--- src/rtl/fir_conv_ci.sv ---
// fir_conv_ci: sequential TAPS-tap FIR (one MAC per enabled cycle) with coefficient load/read, history clear and start/done handshake
// Ports: clk, reset (async, active high), clk_en, start, n (opcode), dataa (coef/sample), datab (coef index) -> result, done
module fir_conv_ci #(
  parameter int TAPS  = 16,
  parameter int SHIFT = 15
) (
  input  logic        clk,
  input  logic        reset,
  input  logic        clk_en,
  input  logic        start,
  input  logic [1:0]  n,
  input  logic [31:0] dataa,
  input  logic [31:0] datab,
  output logic [31:0] result,
  output logic        done
);
  localparam int AW = $clog2(TAPS);
  typedef enum logic [1:0] {IDLE, MAC, FINISH} state_t;
  state_t state_q, state_d;
  logic signed [15:0] coef_q [TAPS];
  logic signed [15:0] hist_q [TAPS];
  logic [AW-1:0] wp_q, rp_q, k_q, idx;
  logic signed [39:0] acc_q, prod, rnd, sh;
  logic signed [15:0] y;
  logic [31:0] result_q;
  logic done_q;
  logic unused;
  assign unused = ^{dataa[31:16], datab[31:AW]};
  assign idx = datab[AW-1:0];
  assign result = result_q;
  assign done = done_q;
  assign prod = 40'(coef_q[k_q] * hist_q[rp_q]);
  assign rnd = acc_q + (40'sd1 <<< (SHIFT - 1));
  assign sh = rnd >>> SHIFT;
  assign y = sh > 40'sd32767 ? 16'sh7fff : sh < -40'sd32768 ? 16'sh8000 : sh[15:0];
  always_comb begin
    state_d = state_q;
    case (state_q)
      IDLE:    state_d = (start && n == 2'd1) ? MAC : IDLE;
      MAC:     state_d = (k_q == AW'(TAPS - 1)) ? FINISH : MAC;
      default: state_d = IDLE;
    endcase
  end
  // rp_q walks backwards from the newest sample, so tap k always reads x[newest-k]
  always_ff @(posedge clk or posedge reset) begin
    if (reset) begin
      state_q  <= IDLE;
      wp_q     <= '0;
      rp_q     <= '0;
      k_q      <= '0;
      acc_q    <= '0;
      result_q <= '0;
      done_q   <= 1'b0;
      for (int i = 0; i < TAPS; i++) begin
        coef_q[i] <= '0;
        hist_q[i] <= '0;
      end
    end else if (clk_en) begin
      state_q <= state_d;
      done_q  <= 1'b0;
      case (state_q)
        IDLE: if (start) begin
          case (n)
            2'd0: begin
              coef_q[idx] <= dataa[15:0];
              result_q    <= '0;
              done_q      <= 1'b1;
            end
            2'd1: begin
              hist_q[wp_q] <= dataa[15:0];
              rp_q         <= wp_q;
              wp_q         <= (wp_q == AW'(TAPS - 1)) ? '0 : wp_q + 1'b1;
              k_q          <= '0;
              acc_q        <= '0;
            end
            2'd2: begin
              for (int i = 0; i < TAPS; i++) hist_q[i] <= '0;
              wp_q     <= '0;
              result_q <= '0;
              done_q   <= 1'b1;
            end
            default: begin
              result_q <= {{16{coef_q[idx][15]}}, coef_q[idx]};
              done_q   <= 1'b1;
            end
          endcase
        end
        MAC: begin
          acc_q <= acc_q + prod;
          k_q   <= k_q + 1'b1;
          rp_q  <= (rp_q == '0) ? AW'(TAPS - 1) : rp_q - 1'b1;
        end
        default: begin
          result_q <= {{16{y[15]}}, y};
          done_q   <= 1'b1;
        end
      endcase
    end
  end
endmodule

--- config.mk ---
export PLATFORM = sky130hd
export DESIGN_NAME = fir_conv_ci
export DESIGN_NICKNAME = d
export VERILOG_FILES = /design/src/rtl/fir_conv_ci.sv
export SDC_FILE = /design/constraint.sdc
export NUM_CORES = 2
export LEC_CHECK = 0
export CORE_MARGIN = 2
export CORE_UTILIZATION = 54
export DETAILED_ROUTE_END_ITERATION = 10
export PLACE_DENSITY = 0.71
export REMOVE_ABC_BUFFERS = 1
export SETUP_SLACK_MARGIN = 0.5
export SLEW_MARGIN = 25
export SYNTH_ARGS = -nofsm -noshare
export SYNTH_HDL_FRONTEND = slang
export SYNTH_SLANG_ARGS = --single-unit
--- constraint.sdc ---
create_clock -name clk -period 38 [get_ports clk]
set_input_delay 7.6 -clock clk [delete_from_list [all_inputs] [get_ports clk]]
set_output_delay 7.6 -clock clk [all_outputs]
set_load 0.03 [all_outputs]
==> flow_summary.ini <==
[setup_path]
cp-start-kind = primary input
r2r-end = acc_q[37]
crit_required_ps = 38670
r2r_start = rp_q[0]
end_kind = async pin
crit_arrival_ps = 11970
critical_path_class = primary input to async pin
r2r.worst_path.cells = 29
worstPathMaxFanout = 117
rrSetupSlack_ps = 27750

[layout]
num-nets-final = 4076
finish.instance_area_mm2 = 0.04430
fin_cells = 4570
drive_above_1_share_pct = 19.28
final_core_util_pct = 59.50
syn_to_final_growth_pct = 9.074

[timing]
fin_crit_ps = 11300
finalSetupTns_ps = 0
holdWs_ps = 475.1
relSlewSlack_pct = 28.30
maxSlewViolCount = 0
finalCritPeriodShare_pct = 29.74
hold_viol = 0
final.setup.worst_slack_ps = 26700
tightest_slew_ps = 1068
finalSetupViolCount = 0
fmaxAchievable_mhz = 88.49
rsz0062_at_grt = false
skew_ps = 38.91

[clock_tree]
htreeDepth = 3
cts_tree = done
cts-root-buf = clkbuf_16
path_clk_slew_ps = 60
cts_setup_buffers = 0
cts_resized = 0
clkLatencyLatePin_ps = 640
numCtsBuffers = 68
cts_sinks = 583
cts_buffer_depth = 3
cts-hold-fix-buffers = 0

[logic_synthesis]
async_flop_share_pct = 100.0
synth_edf_count = 0
synth_area_per_cell_um2 = 11.28
synth.distinct_cells = 72
ys_seq_elements = 583
seq_area_frac_synth_pct = 35.92
syn_inst = 3599
netlist_area_mm2 = 0.04061
synth-warning-count = 0
ys.flop_type = dfrtp_1

[run]
cap_viol_max_count = 0

[worst_hold_path]
hp-start = hist_q[135]
holdPathEnd = hist_q[135]
hp-class = flip-flop to flip-flop
whs_path_depth = 2

[global_routing]
grt_max_degree = 118
grt_pass1_vias = 29120
antenna_found_initial = 4
grt_pass1_wl_um = 170000
overflow = 0
grtUsageTotal_pct = 28.61

[floorplan]
dieWidth_um = 278.2
die_area_mm2 = 0.07741
initial_core_util_pct = 54.55
ios = 103
rows = 100
fp.dieH_um = 278.2
core_area_mm2 = 0.07445

[routing]
route.detailed.drc = 0
drt_iter0_drc = 2192
vias = 27810
viasPerCell = 6.085
wl_per_cell_um = 23.39
first_pass_iters = 5
ant_nets = 0
wirelength_um = 106900

[placement]
dp_hpwl_um = 71590
io_buffer_count = 58
pre_cts_slack_ps = 25570
dp.cells = 4449
placed_cell_area_mm2 = 0.04187
gp_congestion = 0.9053

[pwr]
p_per_area_mw_per_mm2 = 90.09
leakagePower_nw = 20.99
p_total_mw = 3.990
worst_ir_drop_vdd_mv = 0.09524

[status]
status = completed
## flip-flops by register name, summed over array words and instances (netlist names), 2 cells and up
register / cells
rp_q: 4
k_q: 4
hist_q: 256
acc_q: 40
coef_q: 256
wp_q: 4
state_q: 2
result: 16
## area by class of cell
cell class	count	area, um2
Clock buffer	95	1984
Sequential cell	583	14600
Antenna cell	1	2.502
Timing Repair Buffer	110	972.2
Fill cell	5934	30150
Clock inverter	25	419.2
Tap cell	969	1212
Multi-Input combinational cell	2361	23500
Inverter	426	1607
## synth_stat cells, types with 12 or more instances
cell,count,share of area [%]
nand2_1,464,4.3
xnor2_1,39,0.84
nand4_1,15,0.23
mux2_1,14,0.39
o21ai_1,24,0.30
buf_1,16,0.15
nor2b_1,29,0.45
nand3_1,40,0.49
a21o_1,34,0.63
mux2i_1,24,0.59
o21ai_0,313,3.9
o32a_1,14,0.35
xor2_1,21,0.45
nand2b_1,27,0.42
buf_4,18,0.33
mux4_2,219,12
ha_1,126,3.9
mux2_2,264,7.3
inv_1,422,3.9
nor3b_1,12,0.22
fa_1,330,16
clkbuf_1,152,1.4
a21oi_1,41,0.51
buf_2,37,0.46
nor2_1,195,1.8
dfrtp_1,583,36
## worst max-delay path by stage
stage / startpoint / endpoint / slack (ps)
after floorplan: reset / acc_q[0] / 14090
after global placement: reset / coef_q[13] / 25580
after detailed placement: reset / coef_q[13] / 25570
after CTS: reset / coef_q[221] / 26250
after global routing: reset / coef_q[30] / 26020
final: reset / coef_q[142] / 26700
## layout by cell type (no fill, tap or decap), types with 11 or more instances in the layout
cell	instances
nand4_1	15
o32a_1	14
dfrtp_1	578
o21a_1	11
clkbuf_16	69
clkbuf_8	16
xnor2_1	39
nand2b_1	27
a21oi_1	41
mux2i_1	24
nor2_1	186
nand3_1	40
nand2_1	463
nor2b_1	29
ha_1	126
mux4_2	219
mux2_1	14
buf_4	51
a21o_1	34
clkdlybuf4s50_1	55
nor3b_1	12
inv_1	421
xor2_1	21
o21ai_1	21
mux2_2	264
fa_1	330
o21ai_0	310
## cell families (layout without fill, tap and decap cells)
| family | after synthesis | count (layout) | share of synthesized area (%) |
|---|---|---|---|
| other | 0 | 1 | 0 |
| buffers and inverters | 655 | 656 | 6.384 |
| multiplexers | 521 | 521 | 20.45 |
| adder cells (fa/ha/maj) | 456 | 456 | 20.15 |
| AND/OR/NAND/NOR | 829 | 829 | 8.775 |
| flip-flops | 583 | 583 | 35.92 |
| XOR/XNOR | 60 | 60 | 1.294 |
| AO/OA/AOI/OAI | 495 | 495 | 7.028 |
## power breakdown
part / internal [mW] / total (mW) / switching [mW]
combinational: 0.975 / 2.44 / 1.47
sequential: 0.728 / 0.847 / 0.119
clock: 0.417 / 0.699 / 0.282
## critical path, stage by stage
cell and delay [ps]:
clkdlybuf4s50_1 490, inv_8 580, buf_4 770, buf_4 770
buf_6 620, buf_4 780
## metal layers
layer / GRT usage, % / part of all wire [%]
met3: 5.700 / 8.0
met2: 45.72 / 48
met5: 0 / 0.055
met4: 9.951 / 3.5
met1: 39.43 / 41
No activity file was read; power rests on OpenSTA's default activity.
